<file path="config.mk">
export PLATFORM = sky130hd
export DESIGN_NAME = layer_mac_sequencer
export DESIGN_NICKNAME = d
export VERILOG_FILES = /design/src/rtl/layer_mac_sequencer.sv
export SDC_FILE = /design/constraint.sdc
export NUM_CORES = 2
export LEC_CHECK = 0
export ABC_CLOCK_PERIOD_IN_PS = 32100
export BUFFER_PORTS_ARGS = -buffer_cell sky130_fd_sc_hd__buf_4
export CAP_MARGIN = 20
export CORE_MARGIN = 2
export CORE_UTILIZATION = 50
export CTS_CLUSTER_DIAMETER = 80
export DETAILED_ROUTE_END_ITERATION = 6
export GPL_TIMING_DRIVEN = 0
export PLACE_DENSITY = 0.63
export SETUP_SLACK_MARGIN = 0.1
export SYNTH_ARGS = -nofsm -noshare
export SYNTH_HDL_FRONTEND = slang
export SYNTH_SLANG_ARGS = --single-unit
</file>
<file path="constraint.sdc">
create_clock -name clk -period 32.1 [get_ports clk]
set_input_delay 0 -clock clk [delete_from_list [all_inputs] [get_ports clk]]
set_output_delay 0 -clock clk [all_outputs]
set_load 0.02 [all_outputs]
</file>
<file path="src/rtl/layer_mac_sequencer.sv">
// rtl/layer_mac_sequencer.sv - time-multiplexed signed fixed-point MAC for one fully-connected layer
//
// Purpose: computes out[n] = sat((sum_j in[j]*w[n*P+j] + (b[n] << FRAC_BITS)) >>> FRAC_BITS)
//          for n = 0..NEURONS-1 with a single multiplier, optional ReLU on the result.
// Ports:
//   clk, rst_n                 clock, asynchronous active-low reset
//   start, relu_en             run request (IDLE only), ReLU select latched at start
//   busy, done                 not-IDLE flag, one-cycle completion pulse
//   rd_en, in_addr, w_addr,    read strobe and addresses for the input, weight and
//   b_addr                     bias memories (synchronous, data valid one cycle later)
//   in_data, w_data, b_data    memory read data
//   out_valid, out_addr,       one strobe per neuron carrying its index and result
//   out_data

module layer_mac_sequencer #(
    parameter int NEURONS            = 2,
    parameter int PREV_LAYER_OUTPUTS = 3,
    parameter int DATA_W             = 32,
    parameter int FRAC_BITS          = 24,
    // Address widths; a single-entry memory still gets a 1-bit address.
    localparam int IN_AW = (PREV_LAYER_OUTPUTS > 1) ? $clog2(PREV_LAYER_OUTPUTS) : 1,
    localparam int W_AW  = (NEURONS * PREV_LAYER_OUTPUTS > 1) ?
                           $clog2(NEURONS * PREV_LAYER_OUTPUTS) : 1,
    localparam int N_AW  = (NEURONS > 1) ? $clog2(NEURONS) : 1
) (
    input  logic              clk,
    input  logic              rst_n,
    input  logic              start,
    input  logic              relu_en,
    output logic              busy,
    output logic              done,
    output logic              rd_en,
    output logic [IN_AW-1:0]  in_addr,
    output logic [W_AW-1:0]   w_addr,
    output logic [N_AW-1:0]   b_addr,
    input  logic [DATA_W-1:0] in_data,
    input  logic [DATA_W-1:0] w_data,
    input  logic [DATA_W-1:0] b_data,
    output logic              out_valid,
    output logic [N_AW-1:0]   out_addr,
    output logic [DATA_W-1:0] out_data
);

    localparam int ACC_W = 2 * DATA_W;
    // Two guard bits so accumulator plus shifted bias can never wrap before saturation.
    localparam int SUM_W = ACC_W + 2;

    localparam logic [IN_AW-1:0] J_LAST = IN_AW'(PREV_LAYER_OUTPUTS - 1);
    localparam logic [N_AW-1:0]  N_LAST = N_AW'(NEURONS - 1);

    typedef enum logic [2:0] {
        S_IDLE,
        S_ISSUE,
        S_DRAIN,
        S_WRITE,
        S_DONE
    } state_t;

    state_t                    state_q;
    logic [IN_AW-1:0]          j_q;
    logic [N_AW-1:0]           n_q;
    logic [W_AW-1:0]           w_q;
    logic                      relu_q;
    logic signed [ACC_W-1:0]   acc_q;
    logic signed [DATA_W-1:0]  bias_q;
    // dvalid_q: memory data in this cycle belongs to an address issued last cycle.
    // dfirst_q: that address was j=0, so b_data is the bias of the current neuron.
    logic                      dvalid_q;
    logic                      dfirst_q;
    logic                      busy_q;
    logic                      done_q;
    logic                      rd_en_q;
    logic                      out_valid_q;
    logic [N_AW-1:0]           out_addr_q;
    logic [DATA_W-1:0]         out_data_q;

    logic signed [ACC_W-1:0]   prod_w;
    logic signed [ACC_W-1:0]   acc_sum_w;
    logic signed [DATA_W-1:0]  bias_eff_w;
    logic signed [SUM_W-1:0]   sum_w;
    logic signed [SUM_W-1:0]   shift_w;
    logic [DATA_W-1:0]         sat_d;
    logic [DATA_W-1:0]         out_data_d;

    assign prod_w    = ACC_W'($signed(in_data)) * ACC_W'($signed(w_data));
    assign acc_sum_w = acc_q + prod_w;

    // With a single input per neuron the bias arrives in DRAIN itself, before
    // bias_q could have captured it.
    assign bias_eff_w = dfirst_q ? $signed(b_data) : bias_q;

    // The result is formed in DRAIN from the accumulator plus the last product so
    // that out_data can be registered on entry to WRITE.
    assign sum_w   = SUM_W'(acc_sum_w) + (SUM_W'(bias_eff_w) <<< FRAC_BITS);
    assign shift_w = sum_w >>> FRAC_BITS;

    always_comb begin
        sat_d = shift_w[DATA_W-1:0];
        // Out of range when the bits above the result sign are not a pure sign extension.
        if (!(&shift_w[SUM_W-1:DATA_W-1]) && (|shift_w[SUM_W-1:DATA_W-1])) begin
            sat_d = shift_w[SUM_W-1] ? {1'b1, {(DATA_W-1){1'b0}}}
                                     : {1'b0, {(DATA_W-1){1'b1}}};
        end
        out_data_d = (relu_q && sat_d[DATA_W-1]) ? '0 : sat_d;
    end

    always_ff @(posedge clk or negedge rst_n) begin
        if (!rst_n) begin
            state_q     <= S_IDLE;
            j_q         <= '0;
            n_q         <= '0;
            w_q         <= '0;
            relu_q      <= 1'b0;
            acc_q       <= '0;
            bias_q      <= '0;
            dvalid_q    <= 1'b0;
            dfirst_q    <= 1'b0;
            busy_q      <= 1'b0;
            done_q      <= 1'b0;
            rd_en_q     <= 1'b0;
            out_valid_q <= 1'b0;
            out_addr_q  <= '0;
            out_data_q  <= '0;
        end else begin
            done_q      <= 1'b0;
            out_valid_q <= 1'b0;
            dvalid_q    <= rd_en_q;
            dfirst_q    <= rd_en_q && (j_q == '0);

            if (dvalid_q) begin
                acc_q <= acc_sum_w;
            end
            if (dfirst_q) begin
                bias_q <= $signed(b_data);
            end

            case (state_q)
                S_IDLE: begin
                    if (start) begin
                        state_q <= S_ISSUE;
                        busy_q  <= 1'b1;
                        rd_en_q <= 1'b1;
                        j_q     <= '0;
                        n_q     <= '0;
                        w_q     <= '0;
                        relu_q  <= relu_en;
                    end
                end
                S_ISSUE: begin
                    // Nothing is in flight at j=0 (previous state was IDLE or WRITE),
                    // so the clear never collides with an accumulation.
                    if (j_q == '0) begin
                        acc_q <= '0;
                    end
                    if (j_q == J_LAST) begin
                        state_q <= S_DRAIN;
                        rd_en_q <= 1'b0;
                    end else begin
                        j_q <= j_q + IN_AW'(1);
                        w_q <= w_q + W_AW'(1);
                    end
                end
                S_DRAIN: begin
                    state_q     <= S_WRITE;
                    out_valid_q <= 1'b1;
                    out_addr_q  <= n_q;
                    out_data_q  <= out_data_d;
                end
                S_WRITE: begin
                    if (n_q == N_LAST) begin
                        state_q <= S_DONE;
                        done_q  <= 1'b1;
                    end else begin
                        state_q <= S_ISSUE;
                        rd_en_q <= 1'b1;
                        n_q     <= n_q + N_AW'(1);
                        j_q     <= '0;
                        // Weights are laid out neuron-major, so the next row follows on.
                        w_q     <= w_q + W_AW'(1);
                    end
                end
                S_DONE: begin
                    state_q <= S_IDLE;
                    busy_q  <= 1'b0;
                end
                default: begin
                    state_q <= S_IDLE;
                    busy_q  <= 1'b0;
                    rd_en_q <= 1'b0;
                end
            endcase
        end
    end

    assign busy      = busy_q;
    assign done      = done_q;
    assign rd_en     = rd_en_q;
    assign in_addr   = j_q;
    assign w_addr    = w_q;
    assign b_addr    = n_q;
    assign out_valid = out_valid_q;
    assign out_addr  = out_addr_q;
    assign out_data  = out_data_q;

endmodule

</file>
==> impl_metrics.ini <==
[grt]
grt_usage_pct = 33.40
gr-total-overflow = 0
grt_first_pass_wirelength_microns = 244200
grt_max_degree = 92
grt_pass1_vias = 39780
antenna_found_initial = 14

[clocking]
h-tree-depth = 4
worstSkewPairLatency_ps = 460
clk_pin_slew_worst_paths_ps = 80
cts_buffer_depth = 2
cts_inserted_buffers = 17
postCtsResizedCells = 0
cts_root_buf = clkbuf_16
cts_tree = done
clock_sinks = 145

[logic_synthesis]
synth-seq-cells = 145
synthFlopType = dfrtp_1
postSynthAreaPerCell_sq_um = 9.285
synthCells = 5279
synth_seq_area_share_pct = 7.403
synth-async-reset-ratio_pct = 100.0
synth-edff-count = 0
synth_area_sq_um = 49010
synth_nets = 6853
ys_types = 80
yosysWarnings = 0

[drt]
first_pass_iters = 6
num_vias = 37890
drc = 0
ant_nets = 0
wl_per_cell_microns = 23.91
vias_per_cell = 5.590
drt-total-wl_microns = 162100
drt_iter0_markers = 2767

[final_layout]
fin_area_sq_um = 52790
areaGrowthSynthToFinish_pct = 7.696
multi_input_area_sq_um = 39750
regArea_sq_um = 3628
nets = 7056
filler_cell_count = 8996
drive_above_1_share_pct = 4.513

[sta]
setup_viol = 0
drv_slew = 0
tightest_slew_ps = 1278
min_period_over_period_pct = 39.55
period_minus_slack_ps = 12690
max_slew_margin_pct = 14.82
fin_skew_ps = 18.97
hold_viol_final = 0
rsz0062_at_grt = no
fmax_mhz = 78.78
tns_ps = 0

[critical_path]
cp_max_fo = 25
cp_common_cell = fa_1
cpPeakStageDelay_ps = 780
crit_family = adder cells
startpoint_type = input port
crit_arrival_ps = 13050
endpoint_kind = register
crit_type = input port to register
crit_slowest_cell = a211oi_1
critPathBufInv = 15
cp.required_ps = 32460

[floorplanning]
die_w_microns = 317.1
io_pins = 143
core_region_area_sq_um = 96850
die_h_microns = 317.1
core.rowCount = 114
die_area_sq_um = 100500
start_util_pct = 50.61

[place]
hpwl_microns = 139300
portBuffers = 142
place_area_sq_um = 51760
gp_congestion = 0.9883

[run_status]
outcome = finished, final reports clean

[worst_hold_path]
hold_path_class = input port to async pin

[job]
maxCapViolations = 0
==> kinds of logic (layout without fill, tap and decap cells) <==
| family | count (synthesis) | in the layout | synth area share [%] |
|---|---|---|---|
| adder cells (fa/ha/maj) | 1474 | 1474 | 56.18 |
| XOR/XNOR | 101 | 101 | 1.805 |
| buffers and inverters | 1495 | 1711 | 11.51 |
| AND/OR/NAND/NOR | 1534 | 1534 | 15.07 |
| AO/OA/AOI/OAI | 452 | 452 | 6.361 |
| other | 0 | 7 | 0 |
| flip-flops | 145 | 145 | 7.403 |
| multiplexers | 78 | 78 | 1.677 |
==> layout by cell type (no fill, tap or decap), types with 47 or more instances in the layout <==
cell,instances
inv_1,1202
buf_4,142
nand2_1,672
nor2_1,184
a21oi_1,112
fa_1,1211
ha_1,263
nor4_1,68
and2_1,416
o21ai_0,93
nor3_1,61
dfrtp_1,145
xnor2_1,74
clkbuf_1,275
a21o_1,47
==> cell type report <==
| cell class | count | area share (%) |
|---|---|---|
| inverter | 1206 | 8.576 |
| timing repair buffer | 184 | 2.965 |
| antenna | 7 | 0.03318 |
| sequential | 145 | 6.874 |
| tap | 1276 | 3.024 |
| multi-input combinational | 3639 | 75.30 |
| buffer | 289 | 2.112 |
| clock inverter | 15 | 0.3129 |
| clock buffer | 17 | 0.8059 |
==> Yosys cell counts, types with 16 or more instances <==
| master | instances | share of area, % |
|---|---|---|
| o21ai_0 | 93 | 0.95 |
| nand2_1 | 673 | 5.2 |
| nand3_1 | 29 | 0.30 |
| mux2i_1 | 45 | 0.92 |
| o21a_1 | 19 | 0.29 |
| and2_1 | 416 | 5.3 |
| nor3_1 | 61 | 0.62 |
| xor2_1 | 27 | 0.48 |
| a21oi_1 | 112 | 1.1 |
| nor4_1 | 68 | 0.87 |
| nand2b_1 | 25 | 0.32 |
| a21o_1 | 47 | 0.72 |
| mux2_2 | 33 | 0.76 |
| nor2_1 | 184 | 1.4 |
| o41a_1 | 33 | 0.76 |
| nand4_1 | 21 | 0.27 |
| dfrtp_1 | 145 | 7.4 |
| fa_1 | 1211 | 49 |
| o21bai_1 | 16 | 0.25 |
| ha_1 | 263 | 6.7 |
| clkbuf_1 | 275 | 2.1 |
| a211oi_1 | 25 | 0.38 |
| xnor2_1 | 74 | 1.3 |
| inv_1 | 1204 | 9.2 |
==> metrics by stage <==
stage | setup slack [ps] | utilization, % | hold slack [ps] | std cells
final | 19410 | 54.50 | 79.40 | 6778
after global routing | 18700 | 54.49 | 113.2 | 6772
after CTS | 19580 | 54.41 | 85.77 | 6767
after detailed placement | 19130 | 53.44 | 21.84 | 6700
after global placement | 17880 | 53.36 | 235.9 | 6697
after floorplan | 20810 | - | -295.6 | 5279
==> repair_timing <==
action | in CTS | in global routing
hold buffers | 35 | 0
setup buffers | 0 | 0
endpoints found under the setup margin | 0 | 0
hold endpoints to repair | 88 | 0
==> routing by layer <==
layer	track usage [%]	wire, microns	share of wire (%)	vias to the layer above
li1	-	-	-	16220
met1	42.32	60890	38	19650
met2	54.56	77020	48	1606
met3	6.874	13790	8.5	407
met4	16.97	10310	6.4	8
met5	0	55	0.034	-
==> worst paths after layout <==
check | start | slack (ps) | cells after the start | endpoint
max | in_data[31] | 19410 | 44 | out_data[21]
min | rst_n | 80 | 2 | w_addr[1]
max reg2reg | acc_q[26] | 19800 | 40 | out_data[21]
min reg2reg | rd_en | 510 | 0 | dvalid_q
max in group asynchronous | rst_n | 31110 | 3 | acc_q[6]
min in group clk | w_data[0] | 190 | 5 | acc_q[0]
==> worst register-to-register path, delay by kind of cell, from the launching register on <==
kind,cells,cell delay (ps)
flops,1,350
xor+xnor,1,200
fa+ha+maj,10,4670
simple gates,7,1180
buf+inv,11,1950
compound gates,11,3860
==> state kept, by name, summed over array words and instances, names as in the netlist <==
name       flops
acc_q         64
b_addr         1
bias_q        32
busy           1
dfirst_q       1
done           1
dvalid_q       1
in_addr        2
out_addr       1
out_data      32
out_valid      1
rd_en          1
relu_q         1
state_q        3
w_addr         3
Power is not shown: default switching activity piles up to over one toggle a cycle in this logic, so the estimate is an artifact.
